<file path="config.mk">
export PLATFORM = sky130hd
export DESIGN_NAME = mult_add_pipe
export DESIGN_NICKNAME = d
export VERILOG_FILES = /design/src/rtl/mult_add_pkg.sv /design/src/rtl/mult_add_sat.sv /design/src/rtl/mult_add_pipe.sv
export SDC_FILE = /design/constraint.sdc
export NUM_CORES = 1
export LEC_CHECK = 0
export CORE_MARGIN = 4
export CORE_UTILIZATION = 52
export CTS_BUF_LIST = sky130_fd_sc_hd__clkbuf_8
export CTS_CLUSTER_SIZE = 20
export DETAILED_ROUTE_END_ITERATION = 12
export GPL_TIMING_DRIVEN = 0
export PLACE_DENSITY = 0.85
export SETUP_SLACK_MARGIN = 0.1
export SLEW_MARGIN = 10
export SYNTH_ARGS = -nofsm -noshare
export SYNTH_HDL_FRONTEND = slang
export SYNTH_SLANG_ARGS = --single-unit
</file>
<file path="constraint.sdc">
create_clock -name clk -period 5.6 [get_ports clk]
set_clock_uncertainty 0.15 [all_clocks]
set_input_delay 0.56 -clock clk [delete_from_list [all_inputs] [get_ports clk]]
set_output_delay 0.56 -clock clk [all_outputs]
set_load 0.02 [all_outputs]
</file>
<file path="src/rtl/mult_add_pkg.sv">
// Shared constants for the multiply-add pipeline: default widths, saturation bounds, result fit.
// Latency: none (package of constants and a combinational helper function).
// Backpressure: not applicable. Optional feature macro: MULT_ADD_SAT_EN selects saturate instead of wrap.
package mult_add_pkg;

    localparam int DW_D      = 8;
    localparam int OW_D      = 16;
    localparam int C_SHIFT_D = 7;

    // Signed bounds of the default result width
    localparam logic [OW_D-1:0] SMAX = {1'b0, {(OW_D-1){1'b1}}};
    localparam logic [OW_D-1:0] SMIN = {1'b1, {(OW_D-1){1'b0}}};

    // Fit an OW+1-bit sum into OW bits: clamp when the top two bits disagree, else plain wrap
    function automatic logic [OW_D-1:0] sat_fit(input logic [OW_D:0] sum);
        logic [OW_D-1:0] res;
        res = OW_D'(sum);
`ifdef MULT_ADD_SAT_EN
        if (sum[OW_D] != sum[OW_D-1]) begin
            res = sum[OW_D] ? SMIN : SMAX;
        end
`endif
        return res;
    endfunction

endpackage

</file>
<file path="src/rtl/mult_add_sat.sv">
// Fits the OW+1-bit pipeline sum to OW bits; saturates and flags when MULT_ADD_SAT_EN is defined, else wraps.
// Latency: combinational.
// Backpressure: none, pure datapath.
module mult_add_sat
    import mult_add_pkg::*;
#(
    parameter int OW = OW_D
) (
    input  logic [OW:0]   i_sum,
`ifdef MULT_ADD_SAT_EN
    output logic          o_sat,
`endif
    output logic [OW-1:0] o_fit
);

`ifdef MULT_ADD_SAT_EN
    localparam logic [OW-1:0] L_SMAX = {1'b0, {(OW-1){1'b1}}};
    localparam logic [OW-1:0] L_SMIN = {1'b1, {(OW-1){1'b0}}};

    logic w_ovf;

    // Overflow out of OW signed bits shows up as the two top sum bits disagreeing
    assign w_ovf = i_sum[OW] ^ i_sum[OW-1];
    assign o_sat = w_ovf;

    // Clamp toward the sign of the true (OW+1-bit) sum on overflow
    always_comb begin
        o_fit = OW'(i_sum);
        if (w_ovf) begin
            o_fit = i_sum[OW] ? L_SMIN : L_SMAX;
        end
    end
`else
    // Two's-complement wrap: keep the low OW bits
    assign o_fit = OW'(i_sum);
`endif

endmodule

</file>
<file path="src/rtl/mult_add_pipe.sv">
// Two-stage signed s = a*b + (c <<< C_SHIFT), or a*b + previous s when acc_in; MULT_ADD_SAT_EN adds saturation + sat_flag.
// Latency: 2 cycles from accepted beat to val_out; 1 beat/cycle throughput while ack_out is high.
// Backpressure: rdy_in = ~v1 | ~val_out | ack_out (no skid); at most 2 beats held while ack_out is low.
module mult_add_pipe
    import mult_add_pkg::*;
#(
    parameter int DW      = DW_D,
    parameter int OW      = OW_D,
    parameter int C_SHIFT = C_SHIFT_D
) (
    input  logic          clk,
    input  logic          rst,
    input  logic [DW-1:0] a,
    input  logic [DW-1:0] b,
    input  logic [DW-1:0] c,
    input  logic          acc_in,
    input  logic          val_in,
    output logic          rdy_in,
    output logic [OW-1:0] s,
    output logic          val_out,
`ifdef MULT_ADD_SAT_EN
    output logic          sat_flag,
`endif
    input  logic          ack_out
);

    // Stage 1 state
    logic            r_v1;
    logic [2*DW-1:0] r_mult;
    logic [DW-1:0]   r_c;
    logic            r_acc;

    // Stage 2 state
    logic            r_vout;
    logic [OW-1:0]   r_s;
`ifdef MULT_ADD_SAT_EN
    logic            r_sat;
    logic            w_sat;
`endif

    logic            w_en1;
    logic            w_en2;
    logic [2*DW-1:0] w_a_ext;
    logic [2*DW-1:0] w_b_ext;
    logic [2*DW-1:0] w_prod;
    logic [OW:0]     w_mult_ext;
    logic [OW:0]     w_c_sh;
    logic [OW:0]     w_addend;
    logic [OW:0]     w_sum;
    logic [OW-1:0]   w_fit;

    // Stage 2 advances when empty or being consumed; stage 1 when empty or stage 2 advances
    assign w_en2  = ~r_vout | ack_out;
    assign w_en1  = ~r_v1 | w_en2;
    assign rdy_in = w_en1;

    // Sign-extended operands make the low 2*DW bits of the unsigned product the signed product
    assign w_a_ext = {{DW{a[DW-1]}}, a};
    assign w_b_ext = {{DW{b[DW-1]}}, b};
    assign w_prod  = w_a_ext * w_b_ext;

    // Both addends widened to OW+1 bits so the add itself can never overflow
    assign w_mult_ext = {{(OW+1-2*DW){r_mult[2*DW-1]}}, r_mult};
    assign w_c_sh     = {{(OW+1-DW){r_c[DW-1]}}, r_c} << C_SHIFT;
    assign w_addend   = r_acc ? {r_s[OW-1], r_s} : w_c_sh;
    assign w_sum      = w_mult_ext + w_addend;

    mult_add_sat #(
        .OW    (OW)
    ) u_sat (
        .i_sum (w_sum),
`ifdef MULT_ADD_SAT_EN
        .o_sat (w_sat),
`endif
        .o_fit (w_fit)
    );

    // Stage 1 data: loads only on an accepted beat, no reset needed since v1 qualifies it
    always_ff @(posedge clk) begin
        if (w_en1 && val_in) begin
            r_mult <= w_prod;
            r_c    <= c;
            r_acc  <= acc_in;
        end
    end

    // Valid bits and result register; s keeps its value after consumption so acc beats chain
    always_ff @(posedge clk) begin
        if (rst) begin
            r_v1   <= 1'b0;
            r_vout <= 1'b0;
            r_s    <= '0;
`ifdef MULT_ADD_SAT_EN
            r_sat  <= 1'b0;
`endif
        end else begin
            if (w_en1) begin
                r_v1 <= val_in;
            end
            if (w_en2) begin
                r_vout <= r_v1;
                if (r_v1) begin
                    r_s   <= w_fit;
`ifdef MULT_ADD_SAT_EN
                    r_sat <= w_sat;
`endif
                end
            end
        end
    end

    assign s       = r_s;
    assign val_out = r_vout;
`ifdef MULT_ADD_SAT_EN
    assign sat_flag = r_sat;
`endif

endmodule

</file>
Word level (Yosys, flattened, before mapping)
Index checks and enable logic that the tools add are counted.
W data, S select, Z words.
{ "op_classes": {"multipliers": 1, "bitwise": 4, "n_addsub": 1, "reduce_logical": 2, "muxes": 1, "n_eq_ne": 0, "n_div": 0, "shifts": 0, "order_cmp": 0} }
{ "ops": {"columns": ["cell", "count"], "rows": [
  ["$add A16 B16 Y16", 1],
  ["$mul A8 B8 Y16", 1],
  ["$mux W16", 1],
  ["$not A1 Y1", 2],
  ["$or A1 B1 Y1", 2],
  ["$reduce_and A2 Y1", 1],
  ["$logic_and A1 B1 Y1", 1]
]} }
{ "word_totals": {"register_bits": 43, "mem_bits_ro": 0, "ramBits": 0, "out_inout_bits": 18, "latch_bits": 0, "n_memories": 0, "in_bits": 29} }

Longest topological paths before layout
{ "logic_depth": {"depth_word": 4, "ltp_mapped": 16, "ltp_nobuf": 16} }

Hierarchy
A second synthesis with hierarchy kept.
{ "unflattened": {"cells_unflattened": 533, "area_unflattened_um2": 4938.5} }
{ "by_module_without_submodules": {"columns": ["module", "area_per_inst_um2", "n_inst", "cells_each", "seq_area_each_um2"], "rows": [
  ["mult_add_pipe", 4818.4, 1, 517, 1111.1],
  ["mult_add_sat", 120.1, 1, 16, 0.0]
]} }

Worst setup path after synthesis
Ideal clock, no wire load.
{ "synth_timing": {"path_type": "input port to flip-flop", "startpoint": "input a[5]", "endpoint": "register r_mult[15], data pin", "arrival_ps": 4330, "setup_time_ps": 260, "path_buffers": 0, "setup_slack_ps": 860, "stages": 16, "path_cell_list": "and2_1 > fa_1 > inv_1 > fa_1 > inv_1 > fa_1 > inv_1 > fa_1 > inv_1 > ha_1 > o21ai_1 > o21bai_1 > or4_1 > a221o_1 > a31oi_1 > xnor2_1"} }
{ "synth_via": {"elab_chain_len": 1} }
{ "synth_rtl": {"columns": ["item", "line", "text"], "rows": [
  ["start, declared", "mult_add_pipe.sv:13", "input logic [DW-1:0] a,"],
  ["$mul A8 B8 Y16", "mult_add_pipe.sv:60", "assign w_prod = w_a_ext * w_b_ext;"],
  ["via w_prod[15]", "mult_add_pipe.sv:45", "logic [2*DW-1:0] w_prod;"],
  ["end signal, assigned", "mult_add_pipe.sv:81", "r_mult <= w_prod;"],
  ["end, declared", "mult_add_pipe.sv:29", "logic [2*DW-1:0] r_mult;"]
]} }
The timed path passes the listed nets, and every way through them passes these cells.
A chain may end at the register's enable or synchronous reset.

Final worst setup path
Same ends and word-level chain as after synthesis.

==> results.json <==
{
  "outcome": "finished clean",
  "clock_path_buffers": 2,
  "crit_fanout": 8,
  "yosysWarnings": 0,
  "worst_slew_pin_slew_ps": 1085,
  "layout.nets": 686,
  "fillCellCount": 730,
  "clock_sinks": 43,
  "grt_max_degree": 26,
  "hold_viol_final": 0,
  "ys_types": 45,
  "async_reset_ff_frac": 0,
  "synth_edf_count": 25,
  "rr_startpoint": "r_acc",
  "first_global_vias": 3710,
  "worstSkewPairLatency_ps": 300,
  "rr_worst_depth": 12,
  "port_buffers": 45,
  "path_class": "input port to flop",
  "crit_end": "r_mult[15]",
  "dieArea_sq_mm": 0.01077,
  "min_period_ps": 5274,
  "area_delta_synth_final_pct": 14.19,
  "pin_count": 47,
  "antenna_found_initial": 0,
  "die_w_microns": 103.8,
  "cp.arrival_ps": 5170,
  "r2r_slack_ps": 2090,
  "via_per_inst": 5.320,
  "route.detailed.drc": 0,
  "slew_viol_final": 0,
  "routed_wl_microns": 9438,
  "powerDensity_mw_per_mm2": 382.1,
  "hpwl_microns": 8068,
  "cts_root_buf": "clkbuf_8",
  "globalplace.congestion": 0.8871,
  "r2r_end": "s[12]",
  "cts_setup_buffers": 0,
  "clk_pin_slew_worst_paths_ps": 70,
  "cts_tree": "built",
  "initial_utilization": 0.5416,
  "wire_per_inst_microns": 14.17,
  "vias": 3543,
  "synth.avg_cell_area_sq_um": 9.445,
  "end_kind": "flop",
  "seqCellArea_sq_mm": 0.001111,
  "crit_required_ps": 5500,
  "power.total_mw": 2.081,
  "fp.dieH_microns": 103.8,
  "irDropWorstVdd_v": 0.0001541,
  "coreArea_sq_mm": 0.008806,
  "yosysSeqAreaShare": 0.2329,
  "synth_seq_cells": 43,
  "final_common_cell": "inv_1",
  "multiInputGateArea_sq_mm": 0.003276,
  "hp-class": "flop to flop",
  "leakage_nw": 2.457,
  "dp.cells": 658,
  "cp-start-kind": "input port",
  "final.setup.tns_ps": 0,
  "synth_cells": 505,
  "drive_above_1_share": 0.03405,
  "fin_cells": 666,
  "num_rows": 34,
  "slew_headroom": 0.2765,
  "drv_cap": 0,
  "hold_buffers": 0,
  "dr.pass1.iters": 5,
  "synth_area_leader_cell": "fa_1",
  "h-tree-depth": 2,
  "setup_viol": 0,
  "max_freq_ghz": 0.1896,
  "drt_iter0_markers": 182,
  "overflow": 0,
  "critical_path.startpoint": "a[5]",
  "postCtsResizedCells": 0,
  "syn_nets": 634,
  "rsz0062_at_grt": "no",
  "postRouteAntennaNets": 0,
  "fin_crit_sh": 0.9418,
  "mostFrequentLayoutCells": "inv_1 (92), fa_1 (56), and2_1 (51), nand2_1 (49), clkdlybuf4s50_1 (45)",
  "diodes": 0,
  "cts_made_buffers": 5,
  "grt_pass1_wl_microns": 16440,
  "synth_top_area_frac": 0.2350,
  "synth_area_sq_mm": 0.004770,
  "grt_util_all_layers": 0.1809,
  "synth_area_leaders": "fa_1 (24%), edfxtp_1 (16%), ha_1 (12%)",
  "ys.flop_type": "edfxtp_1"
}
worst min path at each step:
stage,from,to,slack (ps),depth (start not counted)
finish,s[6],s[6],330,2
global route,s[7],s[7],350,2
CTS,s[9],s[9],330,2
detailed placement,s[9],s[9],320,2
global placement,s[3],s[3],300,2
floorplan,r_v1,val_out,350,2
power breakdown:
part | leakage, nW | internal, mW | total (mW) | switching (mW)
clock | 0.0524 | 0.0976 | 0.200 | 0.102
sequential | 0.392 | 0.465 | 0.499 | 0.0337
combinational | 2.01 | 0.627 | 1.38 | 0.755
metal layers:
layer | global-route usage | vias up | routed length (microns)
met2 | 0.3369 | 92 | 4807
met3 | 0.02550 | 10 | 361
met5 | 0 | - | 0
met4 | 0.04179 | 0 | 104
met1 | 0.2214 | 1709 | 4166
li1 | - | 1732 | -
cells by family (layout without fill, tap and decap cells):
kind of cell | Yosys count | count (layout) | synth area share
flops | 43 | 43 | 0.2329
xor+xnor | 26 | 26 | 0.04774
compound gates | 67 | 67 | 0.08788
buf+inv | 102 | 155 | 0.08027
fa+ha+maj | 100 | 100 | 0.3505
mux | 10 | 10 | 0.02335
simple gates | 157 | 157 | 0.1773
critical path, stage by stage:
cell and delay, ps:
clkdlybuf4s50_1 540, and2_1 250, fa_1 530, inv_1 60
fa_1 520, inv_1 50, fa_1 470, inv_1 40
fa_1 470, inv_1 50, ha_1 320, o21ai_1 100
o21bai_1 100, or4_1 450, a221o_1 350, a31oi_1 210
xnor2_1 100
synth_stat cells, types with 2 or more instances:
library cell	n
nand3b_1	6
xnor2_1	21
inv_1	91
a21oi_1	30
a31oi_1	4
mux2_2	9
fa_1	56
o21ai_1	3
edfxtp_1	25
nand4_1	2
nor3b_1	3
and2_1	51
clkbuf_1	11
or4_1	2
dfxtp_1	18
nor2_1	11
ha_1	44
nand3_1	5
a211oi_1	3
a21o_1	5
nand2_1	49
xor2_1	5
o2111ai_1	2
nor2b_1	10
o21ai_0	5
nor3_1	3
o211ai_1	6
nand2b_1	8
stage by stage:
step	utilization	setup slack, ps	area [sq um]	hold slack (ps)
3_5_place_dp	0.6081	7.039	5355	316.0
2_1_floorplan	-	859.6	4770	346.0
3_3_place_gp	0.6081	99.18	5355	303.1
4_1_cts	0.6185	329.5	5446	327.1
6_report	0.6185	326.0	5446	331.2
5_1_grt	0.6185	172.6	5446	348.8
sequential cells by signal, summed over array words and instances, names as in the netlist:
name / count
r_acc: 1
r_c: 8
r_mult: 16
val_out: 1
r_v1: 1
s: 16
final cells by class:
cell class	count	area share
Inverter	91	0.06272
Clock inverter	2	0.001608
Timing Repair Buffer	45	0.08270
Sequential cell	43	0.2040
Buffer	11	0.007581
Tap cell	108	0.02481
Clock buffer	6	0.01516
Multi-Input combinational cell	360	0.6014
(Power assumes the default switching activity.)
